--- config.mk ---
export PLATFORM = sky130hd
export DESIGN_NAME = uart_bridge_arbiter
export DESIGN_NICKNAME = d
export VERILOG_FILES = /design/src/rtl/uart_bridge_pkg.sv /design/src/rtl/uart_bridge_arbiter_rr_pick.sv /design/src/rtl/uart_bridge_arbiter.sv
export SDC_FILE = /design/constraint.sdc
export NUM_CORES = 1
export LEC_CHECK = 0
export BUFFER_PORTS_ARGS = -buffer_cell sky130_fd_sc_hd__buf_2
export CAP_MARGIN = 20
export CORE_ASPECT_RATIO = 0.6
export CORE_MARGIN = 3
export CORE_UTILIZATION = 51
export CTS_CLUSTER_SIZE = 24
export DETAILED_ROUTE_END_ITERATION = 7
export PLACE_DENSITY = 0.86
export SYNTH_ARGS = -nofsm -noshare
export SYNTH_HDL_FRONTEND = slang
export SYNTH_HIERARCHICAL = 1
export SYNTH_SLANG_ARGS = --single-unit
--- constraint.sdc ---
create_clock -name clock -period 7.54 [get_ports clock]
set_clock_uncertainty 0.1 [all_clocks]
set_input_delay 0.754 -clock clock [delete_from_list [all_inputs] [get_ports clock]]
set_output_delay 0.754 -clock clock [all_outputs]
set_load 0.05 [all_outputs]
--- src/rtl/uart_bridge_pkg.sv ---
// Shared types and constants for the UART bridge arbiter.
// State encodings, timeout fill data and a width helper.
package uart_bridge_pkg;

  typedef enum logic [1:0] {
    IDLE = 2'd0,
    BUSY = 2'd1,
    DONE = 2'd2
  } state_t;

  localparam logic [31:0] TIMEOUT_DATA = 32'hDEAD_BEEF;

  function automatic int clog2(input int value);
    int r;
    r = 0;
    while ((1 << r) < value) r++;
    return r;
  endfunction

endpackage

--- src/rtl/uart_bridge_arbiter_rr_pick.sv ---
// Combinational rotating-priority encoder: search begins one past last_grant.
// Zero latency; no backpressure, valid is low when nothing requests.
module rr_pick #(
  parameter int NUM_REQ = 2
) (
  input  logic [NUM_REQ-1:0] req,
  input  logic [2:0]         last_grant,
  output logic               vld,
  output logic [2:0]         idx
);

  logic [3:0] cand;

  always_comb begin
    vld  = 1'b0;
    idx  = 3'd0;
    cand = 4'd0;
    for (int i = 1; i <= NUM_REQ; i++) begin
      cand = 4'(last_grant) + 4'(i);
      if (cand >= 4'(NUM_REQ)) cand = cand - 4'(NUM_REQ);
      for (int j = 0; j < NUM_REQ; j++) begin
        if (!vld && cand == 4'(j) && req[j]) begin
          vld = 1'b1;
          idx = 3'(j);
        end
      end
    end
  end

endmodule

--- src/rtl/uart_bridge_arbiter.sv ---
// Round-robin arbiter sharing one qsys bridge port; grant held until acknowledge or watchdog expiry.
// Request to req_ack in 2+ cycles; losing requesters wait indefinitely, nothing is dropped.
module uart_bridge_arbiter
  import uart_bridge_pkg::*;
#(
  parameter int NUM_REQ = 2,
  parameter int ADDR_W  = 9,
  parameter int TIMEOUT = 1024
) (
  input  logic                      clock,
  input  logic                      nreset,
  input  logic [NUM_REQ-1:0]        req_read,
  input  logic [NUM_REQ-1:0]        req_write,
  input  logic [4*NUM_REQ-1:0]      req_byte_enable,
  input  logic [ADDR_W*NUM_REQ-1:0] req_address,
  input  logic [32*NUM_REQ-1:0]     req_write_data,
  output logic [NUM_REQ-1:0]        req_ack,
  output logic                      req_err,
  output logic [31:0]               req_read_data,
  output logic                      bridge_read,
  output logic                      bridge_write,
  output logic [3:0]                bridge_byte_enable,
  output logic [ADDR_W-1:0]         bridge_address,
  output logic [31:0]               bridge_write_data,
  input  logic                      bridge_acknowledge,
  input  logic [31:0]               bridge_read_data,
  output logic                      busy,
  output logic [2:0]                grant_idx,
  output logic [7:0]                timeout_count
);

  localparam int WD_W = clog2(TIMEOUT);

  state_t              state_q, state_d;
  logic [2:0]          last_grant_q, last_grant_d;
  logic [2:0]          grant_q, grant_d;
  logic                rd_q, rd_d, wr_q, wr_d;
  logic [3:0]          be_q, be_d;
  logic [ADDR_W-1:0]   addr_q, addr_d;
  logic [31:0]         wdata_q, wdata_d;
  logic [31:0]         rdata_q, rdata_d;
  logic [NUM_REQ-1:0]  ack_q, ack_d;
  logic                err_q, err_d;
  logic                busy_q, busy_d;
  logic [WD_W-1:0]     wdog_q, wdog_d;
  logic [7:0]          tcount_q, tcount_d;

  logic [NUM_REQ-1:0]  req_any;
  logic                pick_vld;
  logic [2:0]          pick_idx;
  logic                sel_rd, sel_wr;
  logic [3:0]          sel_be;
  logic [ADDR_W-1:0]   sel_addr;
  logic [31:0]         sel_wdata;
  logic [NUM_REQ-1:0]  grant_oh;

  assign req_any = req_read | req_write;

  rr_pick #(.NUM_REQ(NUM_REQ)) u_rr_pick (
    .req       (req_any),
    .last_grant(last_grant_q),
    .vld       (pick_vld),
    .idx       (pick_idx)
  );

  always_comb begin
    sel_rd    = 1'b0;
    sel_wr    = 1'b0;
    sel_be    = 4'd0;
    sel_addr  = '0;
    sel_wdata = 32'd0;
    grant_oh  = '0;
    for (int i = 0; i < NUM_REQ; i++) begin
      if (pick_idx == 3'(i)) begin
        sel_rd    = req_read[i];
        sel_wr    = req_write[i];
        sel_be    = req_byte_enable[4*i +: 4];
        sel_addr  = req_address[ADDR_W*i +: ADDR_W];
        sel_wdata = req_write_data[32*i +: 32];
      end
      grant_oh[i] = (grant_q == 3'(i));
    end
  end

  always_comb begin
    state_d      = state_q;
    last_grant_d = last_grant_q;
    grant_d      = grant_q;
    rd_d         = rd_q;
    wr_d         = wr_q;
    be_d         = be_q;
    addr_d       = addr_q;
    wdata_d      = wdata_q;
    rdata_d      = rdata_q;
    ack_d        = '0;
    err_d        = 1'b0;
    busy_d       = busy_q;
    wdog_d       = wdog_q;
    tcount_d     = tcount_q;
    case (state_q)
      IDLE: begin
        if (pick_vld) begin
          state_d      = BUSY;
          last_grant_d = pick_idx;
          grant_d      = pick_idx;
          // read+write together is treated as a write
          rd_d         = sel_rd & ~sel_wr;
          wr_d         = sel_wr;
          be_d         = sel_be;
          addr_d       = sel_addr;
          wdata_d      = sel_wdata;
          wdog_d       = '0;
          busy_d       = 1'b1;
        end
      end
      BUSY: begin
        if (bridge_acknowledge) begin
          state_d = DONE;
          rd_d    = 1'b0;
          wr_d    = 1'b0;
          rdata_d = bridge_read_data;
          ack_d   = grant_oh;
        end else if (wdog_q == WD_W'(TIMEOUT - 1)) begin
          state_d = DONE;
          rd_d    = 1'b0;
          wr_d    = 1'b0;
          rdata_d = TIMEOUT_DATA;
          err_d   = 1'b1;
          ack_d   = grant_oh;
          if (tcount_q != 8'hFF) tcount_d = tcount_q + 8'd1;
        end else begin
          wdog_d = wdog_q + WD_W'(1);
        end
      end
      DONE: begin
        state_d = IDLE;
        busy_d  = 1'b0;
      end
      default: state_d = IDLE;
    endcase
  end

  always_ff @(posedge clock or negedge nreset) begin
    if (!nreset) begin
      state_q      <= IDLE;
      last_grant_q <= 3'(NUM_REQ - 1);
      grant_q      <= 3'd0;
      rd_q         <= 1'b0;
      wr_q         <= 1'b0;
      be_q         <= 4'd0;
      addr_q       <= '0;
      wdata_q      <= 32'd0;
      rdata_q      <= 32'd0;
      ack_q        <= '0;
      err_q        <= 1'b0;
      busy_q       <= 1'b0;
      wdog_q       <= '0;
      tcount_q     <= 8'd0;
    end else begin
      state_q      <= state_d;
      last_grant_q <= last_grant_d;
      grant_q      <= grant_d;
      rd_q         <= rd_d;
      wr_q         <= wr_d;
      be_q         <= be_d;
      addr_q       <= addr_d;
      wdata_q      <= wdata_d;
      rdata_q      <= rdata_d;
      ack_q        <= ack_d;
      err_q        <= err_d;
      busy_q       <= busy_d;
      wdog_q       <= wdog_d;
      tcount_q     <= tcount_d;
    end
  end

  assign req_ack            = ack_q;
  assign req_err            = err_q;
  assign req_read_data      = rdata_q;
  assign bridge_read        = rd_q;
  assign bridge_write       = wr_q;
  assign bridge_byte_enable = be_q;
  assign bridge_address     = addr_q;
  assign bridge_write_data  = wdata_q;
  assign busy               = busy_q;
  assign grant_idx          = grant_q;
  assign timeout_count      = tcount_q;

endmodule

==> out/results.ini <==
[outcome]
outcome = finished clean

[final_layout]
drive_gt1_share_pct = 40.24
num_antenna_cells = 0
fin_nets = 799
finalInstanceArea_sq_um = 6312
nFillCells = 666
syn2layout_area_growth_pct = 30.56

[clocking]
cts_hold_buf = 0
htree_levels = 3
clk_latency_ns = 0.34
cts_buffers = 9
cts-root-buf = clkbuf_16
cts-resized-gates = 0
cts_tree = done
path_clk_slew_ns = 0.07
cts_sinks = 107
postCtsSetupRepairBufs = 0
cts_buffer_depth = 2

[grt]
grt_start_max_net_pins = 98
grtUsageTotal_pct = 24.31
grt_pass1_wl_microns = 21050
grt_pass1_vias = 4226
overflow = 0
antenna_found_initial = 0

[critical_path]
critPathTopFamily = compound AO/OA/AOI/OAI gates
slowest_stage = dfstp_2
cp-start-kind = flop
crit_buf_inv = 3
crit_fanout = 46
endpoint_kind = flop
required_ns = 7.68
path_class = flop to flop
max_stage_delay_ns = 0.62
crit_arrival_ns = 3.76
ff2ff_setup_slack_ns = 3.93
path_cells = inv_1 > ha_1 > inv_1 > ha_1 > xnor2_1 > nand4_1 > nand3_1 > o21ai_0 > nor3b_2 > buf_4 > a22oi_1 > o21ai_0

[min_path]
min_path_type = primary input to asynchronous set/reset pin

[synthesis]
ys_seq_elements = 107
ys_types = 56
synth_commonest_cells = dfrtp_1 (106), nand2_1 (68), o21ai_0 (53)
synth.area.top_cells = dfrtp_1 (55%), a22oi_1 (7.1%), o21ai_0 (5.5%)
mappedNetlistArea_sq_um = 4835
syn_area_per_cell_sq_um = 10.72
synth_top_area_share_pct = 54.87
synth-edff-count = 0
synth_most_common_cell = dfrtp_1
yosysSeqAreaShare_pct = 55.41
ys_warn_count = 6
synthCells = 451
ys.flop_type = dfrtp_1
yosysTopAreaCell = dfrtp_1
async_flop_share_pct = 100.0

[routing]
drc = 0
detail-route-antenna-nets = 0
via_count = 4369
viasPerCell = 5.516
finalWirelength_microns = 13240
drt_iter0_markers = 234
first_pass_iters = 5
post_drt_wl_per_cell_microns = 16.72

[place]
dpl.hpwl_microns = 9806
dpl_cell_area_sq_um = 6036
gp_congestion = 0.8834
place.port_buffers = 222

[timing]
post-route-min-period_ns = 3.613
holdWs_ns = 0.3395
worst_pin_slew_ns = 0.7938
grt_setup_unrepaired = false
hold_viol = 0
slew_violations = 0
fin_crit_sh_pct = 47.92
tns_ns = 0
fmax_mhz = 276.8
setup_violations = 0
slew_headroom_pct = 47.08

[power_and_ir_drop]
cellLeakagePower_nw = 3.176
power.density_nw_per_um2 = 421.6
ir_drop_mv = 0.3582
switchingPower_mw = 1.332
switching_share_pct = 50.04
clockPowerShare_pct = 16.4
combPwrFrac_pct = 51.8
p_total_mw = 2.661
seqPwrFrac_pct = 31.9
internal_power_mw = 1.329

[die]
core_area_sq_um = 8848
die_x_microns = 131.7
io_pins = 223
die-area_sq_um = 10720
die_h_microns = 81.42
num_rows = 26
initial_core_util_pct = 54.64

[run]
drv_cap = 0

## path summary, 6_finish.rpt
path                            cells past startpoint                    end                   from
worst max-delay path                               12      bridge_address[2]        last_grant_q[0]
worst min-delay path                                1      req_read_data[18]                 nreset
worst max register to register                     12      bridge_address[2]        last_grant_q[0]
worst min register to register                      2  bridge_write_data[18]  bridge_write_data[18]
max in group asynchronous                           2      req_read_data[17]                 nreset
min in group clock                                  2  bridge_write_data[18]  bridge_write_data[18]
## state kept, by name, summed over array words and instances (netlist names)
signal	count
bridge_address	9
bridge_byte_enable	4
bridge_read	1
bridge_write	1
bridge_write_data	32
busy	1
grant_idx	2
last_grant_q	2
req_ack	2
req_err	1
req_read_data	32
state_q	2
timeout_count	8
wdog_q	10
## through the flow
step / setup slack, ns / utilization (%) / std cells
detailed placement: 4.049 / 68.21 / 776
global placement: 4.289 / 68.21 / 776
global route: 3.781 / 71.34 / 792
floorplan: 4.580 / - / 452
finish: 3.927 / 71.34 / 792
CTS: 3.994 / 71.34 / 792
## power groups by stage
stage                     Sequential (mW)  Clock, mW  Combinational (mW)
final                               0.848      0.436                1.38
after global routing                0.870      0.473                1.47
after CTS                           0.847      0.448                1.38
after detailed placement            0.854          0                1.37
after global placement              0.843          0                1.33
after floorplan                      1.34          0               0.540
## cell families after synthesis
family / count (synthesis) / synth area share, %
adder cells (fa/ha/maj): 9 / 2.329
AO/OA/AOI/OAI: 150 / 21.87
buffers and inverters: 38 / 3.338
flip-flops: 107 / 55.41
XOR/XNOR: 6 / 1.087
multiplexers: 8 / 1.889
other: 1 / 0.07757
AND/OR/NAND/NOR: 132 / 14.00
## placed cells by master, fill, tap and decap left out, types with 2 or more instances in the layout
cell          n
buf_2       221
dfrtp_1     106
nand2_1      68
o21ai_0      53
a22oi_1      46
o22a_1       24
nor2_1       14
a22o_1       10
nand3_1       9
ha_1          9
clkbuf_16     9
inv_1         8
nand4_1       6
buf_4         6
nor3_1        5
xnor2_1       5
and3_1        4
a21oi_1       4
nor3b_2       3
mux2_2        3
inv_6         3
nand3_2       2
nand2_2       2
or2_2         2
nand2b_1      2
a211o_1       2
nor3_4        2
a31oi_1       2
mux2i_1       2
mux2_1        2
nor2b_1       2
o31ai_1       2
clkinvlp_4    2
clkinv_2      2
conb_1        2
## area by class of cell
cell class | count | area, sq um | share of cell area [%]
flip-flops and latches | 107 | 2679 | 42.44
multi-input cells | 307 | 2014 | 31.91
repair buffers | 227 | 1151 | 18.24
clock buffers | 9 | 225.2 | 3.568
well taps | 126 | 157.7 | 2.498
clock inverters | 7 | 51.30 | 0.8127
inverters | 9 | 33.78 | 0.5352
## per-layer routing
layer	wire [microns]	global-route usage, %	part of all wire [%]	vias up
li1	-	-	-	2063
met1	5495	31.18	41	2086
met4	174	5.241	1.3	0
met3	1026	7.466	7.7	23
met5	0	0	0	-
met2	6545	41.73	49	197
Power figures use the tool's default switching activity.
